$ cat src/rtl/multiword_add_sequencer.sv
// Multi-precision adder: one WIDTH-bit Kogge-Stone adder reused over WORDS cycles, LSW first.
// Optional subtract mode (a - b) is enabled by defining MULTIWORD_SUB_EN.

module kogge_stone_adder #(
  parameter int unsigned WIDTH = 8
) (
  input  logic [WIDTH-1:0] a,
  input  logic [WIDTH-1:0] b,
  output logic [WIDTH-1:0] sum,
  output logic             cout
);

  localparam int unsigned STAGES = (WIDTH > 1) ? $clog2(WIDTH) : 0;
  localparam int unsigned PTOP   = (STAGES > 0) ? STAGES - 1 : 0;

  logic [STAGES:0][WIDTH-1:0] g;
  logic [PTOP:0][WIDTH-1:0]   p;
  logic [WIDTH-1:0]           c;

  assign g[0] = a & b;
  assign p[0] = a ^ b;

  // Log-depth parallel prefix over (generate, propagate); the last stage only needs g.
  for (genvar s = 0; s < int'(STAGES); s++) begin : g_stage
    localparam int D = 1 << s;
    for (genvar i = 0; i < int'(WIDTH); i++) begin : g_bit
      if (i >= D) begin : g_merge
        assign g[s+1][i] = g[s][i] | (p[s][i] & g[s][i-D]);
        if (s + 1 < int'(STAGES)) begin : g_prop
          assign p[s+1][i] = p[s][i] & p[s][i-D];
        end
      end else begin : g_pass
        assign g[s+1][i] = g[s][i];
        if (s + 1 < int'(STAGES)) begin : g_prop
          assign p[s+1][i] = p[s][i];
        end
      end
    end
  end

  assign c[0] = 1'b0;
  for (genvar i = 1; i < int'(WIDTH); i++) begin : g_carry
    assign c[i] = g[STAGES][i-1];
  end

  assign sum  = p[0] ^ c;
  assign cout = g[STAGES][WIDTH-1];

endmodule

module multiword_add_sequencer #(
  parameter int unsigned WIDTH = 8,
  parameter int unsigned WORDS = 4
) (
  input  logic                   clk,
  input  logic                   rst_n,
  input  logic                   in_valid,
  output logic                   in_ready,
  input  logic [WIDTH*WORDS-1:0] a,
  input  logic [WIDTH*WORDS-1:0] b,
`ifdef MULTIWORD_SUB_EN
  input  logic                   sub,
`endif
  output logic                   out_valid,
  input  logic                   out_ready,
  output logic [WIDTH*WORDS-1:0] sum,
  output logic                   carry_out
);

  localparam int unsigned IDXW = (WORDS > 1) ? $clog2(WORDS) : 1;
  localparam logic [IDXW-1:0] LAST_IDX = IDXW'(WORDS - 1);

  typedef enum logic [1:0] {
    ST_IDLE = 2'd0,
    ST_RUN  = 2'd1,
    ST_DONE = 2'd2
  } state_t;

  state_t state, state_n;

  logic [WORDS-1:0][WIDTH-1:0] a_q, b_q, sum_q;
  logic [IDXW-1:0]             idx;
  logic                        carry;

  logic             accept_c, run_c, last_c;
  logic             sub_c;
  logic [WIDTH-1:0] raw_c;
  logic             kc_c;
  logic [WIDTH:0]   inc_c;

`ifdef MULTIWORD_SUB_EN
  assign sub_c = sub;
`else
  assign sub_c = 1'b0;
`endif

  kogge_stone_adder #(.WIDTH(WIDTH)) u_ksa (
    .a    (a_q[idx]),
    .b    (b_q[idx]),
    .sum  (raw_c),
    .cout (kc_c)
  );

  // Inter-word carry enters through an increment; kc and the increment overflow are exclusive.
  assign inc_c = {1'b0, raw_c} + (WIDTH+1)'(carry);

  always_ff @(posedge clk or negedge rst_n) begin
    if (!rst_n) state <= ST_IDLE;
    else        state <= state_n;
  end

  always_comb begin
    state_n = state;
    case (state)
      ST_IDLE: if (in_valid)          state_n = ST_RUN;
      ST_RUN:  if (idx == LAST_IDX)   state_n = ST_DONE;
      ST_DONE: if (out_ready)         state_n = ST_IDLE;
      default:                        state_n = ST_IDLE;
    endcase
  end

  always_comb begin
    accept_c = 1'b0;
    run_c    = 1'b0;
    last_c   = 1'b0;
    case (state)
      ST_IDLE: accept_c = in_valid;
      ST_RUN: begin
        run_c  = 1'b1;
        last_c = (idx == LAST_IDX);
      end
      default: ;
    endcase
  end

  always_ff @(posedge clk or negedge rst_n) begin
    if (!rst_n) begin
      a_q       <= '0;
      b_q       <= '0;
      sum_q     <= '0;
      idx       <= '0;
      carry     <= 1'b0;
      carry_out <= 1'b0;
      in_ready  <= 1'b1;
      out_valid <= 1'b0;
    end else begin
      in_ready  <= (state_n == ST_IDLE);
      out_valid <= (state_n == ST_DONE);
      if (accept_c) begin
        // Subtract is a + ~b + 1: invert b once here, seed the carry with 1.
        a_q   <= a;
        b_q   <= sub_c ? ~b : b;
        carry <= sub_c;
        idx   <= '0;
      end else if (run_c) begin
        sum_q[idx] <= inc_c[WIDTH-1:0];
        carry      <= kc_c | inc_c[WIDTH];
        if (last_c) carry_out <= kc_c | inc_c[WIDTH];
        else        idx       <= idx + IDXW'(1);
      end
    end
  end

  assign sum = sum_q;

endmodule

$ cat config.mk
export PLATFORM = sky130hd
export DESIGN_NAME = multiword_add_sequencer
export DESIGN_NICKNAME = d
export VERILOG_FILES = /design/src/rtl/multiword_add_sequencer.sv
export SDC_FILE = /design/constraint.sdc
export NUM_CORES = 1
export LEC_CHECK = 0
export ABC_AREA = 0
export BUFFER_PORTS_ARGS = -buffer_cell sky130_fd_sc_hd__buf_4
export CORE_UTILIZATION = 40
export DETAILED_ROUTE_END_ITERATION = 6
export GPL_ROUTABILITY_DRIVEN = 0
export SYNTH_ARGS = -nofsm -noshare
export SYNTH_HDL_FRONTEND = slang
export SYNTH_HIERARCHICAL = 1
export SYNTH_SLANG_ARGS = --single-unit
$ cat constraint.sdc
create_clock -name clk -period 9.65 [get_ports clk]
set_input_delay 0.4825 -clock clk [delete_from_list [all_inputs] [get_ports clk]]
set_output_delay 0.4825 -clock clk [all_outputs]
set_load 0.01 [all_outputs]
==> summary.txt, run 1 <==
Floorplanning
  • Initial Utilization: 41.83%
  • CORE AREA: 0.01161 mm²
  • Die area: 0.01259 mm²
  • Die W: 112.2 µm
  • Rows: 39
  • Die height: 112.2 µm
  • Io pins: 103

STA
  • Highest Clock Rate: 279.5 MHz
  • Setup TNS: 0 ns
  • Final Max Slew Viols: 0
  • Rel. slew slack: 42.64%
  • Hold slack: 0.1709 ns
  • Setup Viol. Count Final: 0
  • Fin crit share: 37.08%
  • Final Skew: 0.009061 ns
  • Worst-Margin Slew: 0.8605 ns
  • Tmin final: 3.578 ns
  • Unrepaired setup endpoints after global routing: no
  • Fin. Hold Viols: 0

Critical path
  • Crit path max-delay family: flip-flops
  • Crit. End Element: register
  • CP max stage cell: dfrtp_1
  • Critical path, cell by cell: mux4_2, ha_1, inv_1, fa_1, nor2b_4, o21ai_2, a21oi_2, a211oi_2, xnor2_1, nand2_1, or4_4, a31oi_1
  • WS Path Type: register to register
  • Critical path arrival: 3.83 ns
  • Worst setup SP type: register
  • Crit path largest cell delay: 0.91 ns
  • Crit path buffers/inverters: 1
  • Worst path required time: 9.90 ns
  • Critical path fanouts, max: 19

Logic synthesis
  • Post-synthesis net count: 455
  • Main synth FF type: dfrtp_1
  • Post-synthesis cell count: 372
  • Sequential fraction of the synthesis area: 53.59%
  • Avg Inst Size Synth: 13.06 µm²
  • Netlist Area Pre-Place: 0.004858 mm²
  • Ys async rst share: 100.0%
  • Flops & latches, synth: 104
  • Yosys warning count: 6
  • Distinct cells, synth: 42
  • Post-synth EDFFs: 0

Global route
  • Vias in the first global route: 3174
  • GRT Util Overall: 17.13%
  • Antenna violations before repair: 0
  • Met2 usage: 26.92%
  • Most Crowded Layer GR: met2
  • Largest net degree at the start of global routing: 56
  • GRT Residual Overflow: 0
  • GR Util met3: 3.132%
  • Met1 Use GR: 24.25%
  • First-pass GRT wire length: 16500 µm

Final layout
  • Layout fillers: 1046
  • Most frequent cells in the layout: buf_4, dfrtp_1, nand2_1
  • Diodes inserted: 0
  • Share of layout cells above drive strength 1: 38.95%
  • Area delta synth->final: 24.08%
  • Final core occ: 51.91%
  • Most common cell after layout, fill and taps aside: buf_4
  • Nets: 553

Routing
  • WL/cell: 16.08 µm
  • Vias per cell: 5.037
  • Post-route ant nets: 0
  • Drc violations: 5
  • First-pass DRT Iterations: 7
  • Final wirelength: 9940 µm
  • DRT iter0 DRCs: 151
  • Vias: 3113

Clock network
  • Clock latency on the worst-skew pair: 0.34 ns
  • PostCTS Resize Cnt: 0
  • Post-CTS setup buffers: 0
  • Hold buffers post-CTS: 0
  • H-tree Lvls: 3
  • CTS tree: done
  • Inserted Clock Buffers: 9
  • Clock buffer depth: 2
  • CTS Sinks: 104
  • Root Buffer: clkbuf_16
  • Clock transition time at the flip-flop clock pins of the worst setup and hold paths: 0.07 ns

Outcome
  • Failing checks: design-rule violations
  • Status: finished, violations left

Min path
  • Hold Path Class: primary input to async pin

Flow run
  • MaxCap Viol Count: 0

Placement
  • Port Buf Inserts: 102
  • HPWL after detailed placement: 7343 µm
area by class of cell:
cell class,instances,area [µm²],area share (%)
Multi-Input combinational cell,240,2111,35.01
Timing Repair Buffer,106,795.8,13.20
Sequential cell,104,2604,43.19
Inverter,9,33.78,0.5604
Tap cell,143,178.9,2.968
Clock inverter,1,7.507,0.1245
Clock buffer,15,297.8,4.940
final timing paths:
check                      slack (ns)                   to                from  cells past startpoint
max reg2reg                      6.07   sum[7]$_DFFE_PN0P_  idx[1]$_DFFE_PN0P_                     12
min                              0.17  sum[25]$_DFFE_PN0P_               rst_n                      1
min in group clk                 0.36   a_q[2]$_DFFE_PN0P_                a[2]                      2
max in group asynchronous        8.35  b_q[30]$_DFFE_PN0P_               rst_n                      2
max                              6.07   sum[7]$_DFFE_PN0P_  idx[1]$_DFFE_PN0P_                     12
min reg2reg                      0.48   sum[9]$_DFFE_PN0P_  sum[9]$_DFFE_PN0P_                      2
cells by family after synthesis:
| group | share of synthesized area (%) |
|---|---|
| muxes | 22.25 |
| DFF | 53.59 |
| AOI/OAI and AO/OA | 5.717 |
| xor gates and xnor gates | 1.803 |
| buffers and inverters | 3.090 |
| adders and majority gates | 4.018 |
| and+or+nand+nor | 9.528 |
metrics by stage:
step | area [µm²] | worst slack [ns] | std cells
detailed placement | 5723 | 6.106 | 602
finish | 6028 | 6.072 | 618
global route | 6028 | 5.747 | 618
floorplan | 4858 | 6.466 | 372
CTS | 6028 | 6.067 | 618
global placement | 5723 | 6.213 | 602
state kept, by name (all words and copies together), names as in the netlist:
name and count:
a_q 32, b_q 32, carry 1, carry_out 1, idx 2, in_ready 1
out_valid 1, state 2, sum 32
cells in the mapped netlist (5+ instances only):
cell | count | area, µm²
mux2_2 | 36 | 405.4
ha_1 | 14 | 175.2
buf_2 | 6 | 30.03
nand2_1 | 48 | 180.2
dfrtp_1 | 103 | 2577
nor2_1 | 17 | 63.81
clkbuf_1 | 5 | 18.77
mux2_1 | 28 | 315.3
mux4_2 | 16 | 360.4
xnor2_1 | 7 | 61.31
a31oi_1 | 10 | 62.56
o21ai_0 | 16 | 80.08
inv_1 | 9 | 33.78
buf_4 | 6 | 45.04
routing by layer:
layer | vias to the layer above | wire length, µm
met5 | - | 0
met4 | 0 | 78
met3 | 4 | 379
met2 | 70 | 4623
met1 | 1522 | 4858
li1 | 1517 | -
Power of run 1 is left out: the tool's default activity adds up to more than one toggle a clock period on the data nets, which glitch-free logic cannot reach.
==> run 2: changes to the inputs <==
==> constraint.sdc (replaced) <==
create_clock -name clk -period 3.4 [get_ports clk]
set_input_delay 0.17 -clock clk [delete_from_list [all_inputs] [get_ports clk]]
set_output_delay 0.17 -clock clk [all_outputs]
set_load 0.01 [all_outputs]
==> run 2 against run 1 <==
Net effect:
- the flow finishes with violations (design-rule violations, negative hold slack)
- final area up 1.5%
- global-route usage up 0.33 points
- sequential share of layout area down 0.64 points
- worst setup slack worse by 5.9 ns
- first-iteration DRC count down 17%
- clock skew down 0.0028 ns
- wire length up 2.2%
- hold slack worse by 0.21 ns
- critical path type unchanged
- largest cell class unchanged
- highest routed layer unchanged
==> summary.txt, run 2 (synthesis gave the netlist of run 1 again) <==
Outcome
  • Status: finished, violations left
  • Failing checks: design-rule violations, negative hold slack

Floorplanning
  • Die W: 112.2 µm (unchanged)
  • Die height: 112.2 µm (unchanged)
  • Rows: 39 (unchanged)
  • Initial Utilization: 41.83% (unchanged)
  • Io pins: 103 (unchanged)
  • CORE AREA: 0.01161 mm² (unchanged)
  • Die area: 0.01259 mm² (unchanged)

STA
  • Tmin final: 3.231 ns (-0.3471 ns)
  • Final Max Slew Viols: 0 (unchanged)
  • Setup Viol. Count Final: 0 (unchanged)
  • Worst-Margin Slew: 0.9914 ns (+0.1309 ns)
  • Unrepaired setup endpoints after global routing: no
  • Hold slack: -0.04094 ns (-0.2118 ns)
  • Setup TNS: 0 ns (unchanged)
  • Highest Clock Rate: 309.5 MHz (+11%)
  • Fin crit share: 95.03% (+58 points)
  • Rel. slew slack: 33.91% (-8.7 points)
  • Fin. Hold Viols: 12 (+12)
  • Final Skew: 0.006254 ns (-0.002807 ns)

Routing
  • Detail Route met2 WL: 4897 µm (+5.9%)
  • Post-route ant nets: 0 (unchanged)
  • Drc violations: 6 (+1)
  • Final wirelength: 10160 µm (+2.2%)
  • Met1 wire length: 4742 µm (-2.4%)
  • Vias: 3144 (+1.0%)
  • Top sig layer: met4
  • DRT iter0 DRCs: 125 (-17%)
  • Vias per cell: 5.022 (-0.29%)
  • Met3 wire length: 426 µm (+12%)
  • WL/cell: 16.23 µm (+0.89%)
  • First-pass DRT Iterations: 6 (-1)

Final layout
  • Share of layout cells above drive strength 1: 40.99% (+2.0 points)
  • Nets: 561 (+1.4%)
  • Area delta synth->final: 25.93%
  • Diodes inserted: 0 (unchanged)
  • Most frequent cells in the layout: buf_4, dfrtp_1, nand2_1
  • Most common cell after layout, fill and taps aside: buf_4
  • Sequential cell area: 0.002604 mm² (unchanged)
  • Multi-input gate area: 0.002146 mm² (+1.7%)
  • Layout fillers: 1039 (-0.67%)

Clock network
  • Clock buffer depth: 2 (unchanged)
  • Clock latency on the worst-skew pair: 0.34 ns (about the same)
  • Root Buffer: clkbuf_16
  • Hold buffers post-CTS: 0 (unchanged)
  • CTS Sinks: 104 (unchanged)
  • Clock transition time at the flip-flop clock pins of the worst setup and hold paths: 0.07 ns (about the same)
  • Inserted Clock Buffers: 9 (unchanged)
  • CTS tree: done
  • H-tree Lvls: 3 (unchanged)

Min path
  • Hold Path Class: primary input to async pin

Critical path
  • Critical path fanouts, max: 12 (-7)
  • Crit path largest cell delay: 0.50 ns (-0.41 ns)
  • Worst path required time: 3.66 ns (-6.24 ns)
  • Crit path buffers/inverters: 2 (+1)
  • WS Path Type: register to register
  • Critical path arrival: 3.49 ns (-0.34 ns)
  • Critical path, cell by cell: buf_12, mux4_2, ha_1, inv_1, fa_1, nor2b_4, o21ai_2, a21oi_2, a211oi_2, xnor2_2, nand2_1, or4_4, a31oi_1
  • Crit. End Element: register
  • CP max stage cell: mux4_2
  • Worst setup SP type: register
  • Crit path max-delay family: simple AND/OR/NAND/NOR gates

Placement
  • HPWL after detailed placement: 7534 µm (+2.6%)
  • Port Buf Inserts: 102 (unchanged)

Global route
  • Antenna violations before repair: 0 (unchanged)
  • First-pass GRT wire length: 16950 µm (+2.7%)
  • Vias in the first global route: 3211 (+1.2%)
  • GRT Util Overall: 17.46% (+0.33 points)
  • GRT Residual Overflow: 0 (unchanged)
  • Largest net degree at the start of global routing: 77 (+38%)

Flow run
  • MaxCap Viol Count: 0 (unchanged)
-- run 2: per-stage QoR --
step	utilization, %	hold slack [ns]	setup WS [ns]	instance area, µm²	std cells
floorplan	-	-0.1256	0.2157	4858	372
global placement	49.88	0.3784	0.1990	5793	608
detailed placement	49.88	0.3880	0.09590	5793	608
CTS	52.25	0.01550	0.07515	6068	624
global route	52.68	0.02891	0.004495	6118	626
finish	52.68	-0.04094	0.1690	6118	626
-- run 2: cell type report --
class | instances | share of cell area, %
flip-flops and latches | 104 | 42.56
multi-input cells | 240 | 35.07
repair buffers | 114 | 14.40
clock buffers | 11 | 3.967
well taps | 143 | 2.924
inverters | 9 | 0.5521
clock inverters | 5 | 0.5317
-- run 2: final timing paths --
check | from | end | slack (ns) | cells after the start
max in group asynchronous | rst_n | b_q[27]$_DFFE_PN0P_ | 2.60 | 2
worst max register to register | idx[0]$_DFFE_PN0P_ | sum[31]$_DFFE_PN0P_ | 0.17 | 13
worst min-delay path | rst_n | sum[6]$_DFFE_PN0P_ | -0.04 | 1
worst max-delay path | idx[0]$_DFFE_PN0P_ | sum[31]$_DFFE_PN0P_ | 0.17 | 13
worst min register to register | sum[9]$_DFFE_PN0P_ | sum[9]$_DFFE_PN0P_ | 0.47 | 2
min in group clk | a[11] | a_q[11]$_DFFE_PN0P_ | 0.03 | 2
-- run 2: repair_timing --
action	4_1_cts	5_1_grt
setup buffers	0	2
setup endpoints to repair	0	8
gates resized for setup	0	6
-- run 2: per-layer routing --
metal / vias to the layer above / GRT usage, %
met5: - / 0
met4: 0 / 4.000
met3: 10 / 4.428
met2: 72 / 28.53
met1: 1532 / 23.53
li1: 1530 / -
-- run 2: worst reg2reg max path, delay by kind of cell (launching register included) --
family                   cells  cell delay (ns)
buffers and inverters        2             0.26
adder cells (fa/ha/maj)      2             0.48
XOR/XNOR                     1             0.19
AO/OA/AOI/OAI                4             0.63
flip-flops                   1             0.44
AND/OR/NAND/NOR              3             0.63
multiplexers                 1             0.51
Power of run 2 is left out for the same reason.
==> run 3: changes to the inputs <==
--- a/config.mk
+++ b/config.mk
@@ -7,9 +7,9 @@
 export LEC_CHECK = 0
 export ABC_AREA = 0
 export BUFFER_PORTS_ARGS = -buffer_cell sky130_fd_sc_hd__buf_4
+export CORE_ASPECT_RATIO = 0.5
 export CORE_UTILIZATION = 40
 export DETAILED_ROUTE_END_ITERATION = 6
-export GPL_ROUTABILITY_DRIVEN = 0
 export SYNTH_ARGS = -nofsm -noshare
 export SYNTH_HDL_FRONTEND = slang
 export SYNTH_HIERARCHICAL = 1
==> constraint.sdc (replaced) <==
create_clock -name clk -period 2.6 [get_ports clk]
set_input_delay 0.13 -clock clk [delete_from_list [all_inputs] [get_ports clk]]
set_output_delay 0.13 -clock clk [all_outputs]
set_load 0.01 [all_outputs]
==> run 3 against run 2 <==
Net effect:
- clock skew is essentially flat
- hold slack better by 0.050 ns
- die area up 0.21%
- global-route usage is 1.1 points higher
- cell count is 11% higher
- fmax is 7.6% higher
- sequential share of layout area shrank 4.8 points
- count of clock-buffer cells in the layout rose by 1
- utilization increased by 5.5 points
- flip-flop and latch count unchanged
- the flow finishes with violations (negative setup slack)
- highest routed layer unchanged
==> summary.txt, run 3 (synthesis gave the netlist of run 1 again) <==
Outcome
  • Status: finished, violations left
  • Failing checks: negative setup slack

Global route
  • First-pass GRT wire length: 17750 µm (+4.7%)
  • GRT Util Overall: 18.58% (+1.1 points)
  • Antenna violations before repair: 0 (unchanged)
  • Vias in the first global route: 3532 (+10%)
  • GRT Residual Overflow: 0 (unchanged)
  • Largest net degree at the start of global routing: 44 (-43%)

STA
  • Unrepaired setup endpoints after global routing: yes
  • Final Max Slew Viols: 0 (unchanged)
  • Final worst-path setup slack: -0.4030 ns (-0.5720 ns)
  • Setup Viol. Count Final: 14 (+14)
  • Tmin final: 3.003 ns (-0.2280 ns)
  • Highest Clock Rate: 333.0 MHz (+7.6%)
  • Fin. Hold Viols: 0 (-12)
  • Setup TNS: -4.402 ns (-4.402 ns)
  • Final Skew: 0.006748 ns (+0.0004941 ns)
  • Worst-Margin Slew: 0.6316 ns (-0.3598 ns)
  • Fin crit share: 115.5% (+20 points)
  • Rel. slew slack: 57.85% (+24 points)

Clock network
  • Clock transition time at the flip-flop clock pins of the worst setup and hold paths: 0.07 ns (about the same)
  • Clock buffer depth: 2 (unchanged)
  • Inserted Clock Buffers: 9 (unchanged)
  • Clock latency on the worst-skew pair: 0.34 ns (about the same)
  • H-tree Lvls: 3 (unchanged)
  • CTS Sinks: 104 (unchanged)
  • CTS tree: done
  • Root Buffer: clkbuf_16

Floorplanning
  • CORE AREA: 0.01184 mm² (+2.0%)
  • Die area: 0.01262 mm² (+0.21%)
  • Initial Utilization: 41.03% (-0.80 points)
  • Die height: 79.93 µm (-29%)
  • Io pins: 103 (unchanged)
  • Die W: 157.9 µm (+41%)
  • Rows: 28 (-28%)

Critical path
  • CP max stage cell: mux4_2
  • R2R cell count: 13 (unchanged)
  • Critical path, cell by cell: buf_4, mux4_2, ha_4, inv_2, fa_2, nor2b_4, o21ai_2, a21oi_2, a211oi_2, xnor2_2, nand2_1, or4_4, a31oi_1
  • Critical path arrival: 3.27 ns (-0.22 ns)
  • Worst path required time: 2.86 ns (-0.80 ns)
  • Worst setup SP type: register
  • Critical path fanouts, max: 4 (-8)
  • Crit path largest cell delay: 0.54 ns (+0.04 ns)
  • Crit. End Element: register
  • WS Path Type: register to register

Placement
  • HPWL after detailed placement: 7896 µm (+4.8%)
  • Global placement routability congestion: 0.7228
  • Port Buf Inserts: 102 (unchanged)
  • Placed inst area: 0.006148 mm² (+6.1%)
  • Placed cell count: 658 (+8.2%)

Final layout
  • Area delta synth->final: 41.85%
  • Non-filler cells, final: 696 (+11%)
  • Nets: 609 (+8.6%)
  • Design area: 0.006892 mm² (+13%)
  • Final core occ: 58.20% (+5.5 points)
  • Most common cell after layout, fill and taps aside: buf_4
  • Diodes inserted: 0 (unchanged)
  • Share of layout cells above drive strength 1: 48.40% (+7.4 points)
  • Most frequent cells in the layout: buf_4, dfrtp_1, nand2_1

Flow run
  • MaxCap Viol Count: 0 (unchanged)

Min path
  • Worst Hold Depth: 2
  • Hold Path Class: primary input to register

Routing
  • DRT iter0 DRCs: 136 (+8.8%)
  • WL/cell: 15.24 µm (-6.1%)
  • Vias: 3396 (+8.0%)
  • Final wirelength: 10610 µm (+4.4%)
  • Drc violations: 0 (-6)
  • First-pass DRT Iterations: 6 (unchanged)
  • Post-route ant nets: 0 (unchanged)
  • Vias per cell: 4.879 (-2.8%)
[run 3: cell count changes in the layout (fill, tap and decap cells not counted), moves of 6 or more]
cell	before	now
o21ai_0	15	5
buf_4	112	131
dlygate4sd3_1	0	17
o21ai_1	1	9
buf_6	0	6
[run 3: metrics by stage]
stage | setup WS, ns | hold WS [ns]
floorplan | -0.4483 | -0.1656
global placement | -0.3457 | 0.1505
detailed placement | -0.3925 | 0.1547
CTS | -0.3904 | 0.0002377
global route | -0.5838 | 0.001703
finish | -0.4030 | 0.009314
[run 3: layout make-up]
type                    count  area, µm²
clock buffers              12      256.5
clock inverters             4      52.55
fillers                  1003       4950
inverters                   9      36.28
multi-input cells         240       2370
flip-flops and latches    104       2604
well taps                 165      206.4
repair buffers            162       1366
[run 3: path summary, 6_finish.rpt]
path	end	startpoint	slack [ns]
hold reg to reg	sum[8]$_DFFE_PN0P_	sum[8]$_DFFE_PN0P_	0.47
max in group asynchronous	a_q[26]$_DFFE_PN0P_	rst_n	1.58
hold / removal	b_q[29]$_DFFE_PN0P_	b[29]	0.009
setup / recovery	sum[23]$_DFFE_PN0P_	idx[0]$_DFFE_PN0P_	-0.40
setup reg to reg	sum[23]$_DFFE_PN0P_	idx[0]$_DFFE_PN0P_	-0.40
min in group asynchronous	sum[10]$_DFFE_PN0P_	rst_n	0.31
[run 3: critical path: cells and delay by family, from the launching register on]
kind	cells	cell delay [ns]
xor gates and xnor gates	1	0.16
AOI/OAI and AO/OA	4	0.63
adders and majority gates	2	0.40
and+or+nand+nor	3	0.59
muxes	1	0.54
buffers and inverters	2	0.21
DFF	1	0.40
[run 3: layer usage]
metal,wire (µm),share of wire (%),track usage [%],up-vias
met5,0,0,0,-
met4,51,0.48,4.563,0
met3,389,3.7,4.235,7
met2,4999,47,30.00,70
met1,5169,49,25.34,1684
li1,-,-,-,1635
[run 3: repair_timing]
item,CTS,global route
setup endpoints to repair,22,26
setup buffers,10,3
resized for setup,23,26
endpoints found under the hold margin,54,1
hold buffers,16,1
gates cloned,1,0
pin swaps,18,10
Power of run 3 is left out for the same reason.
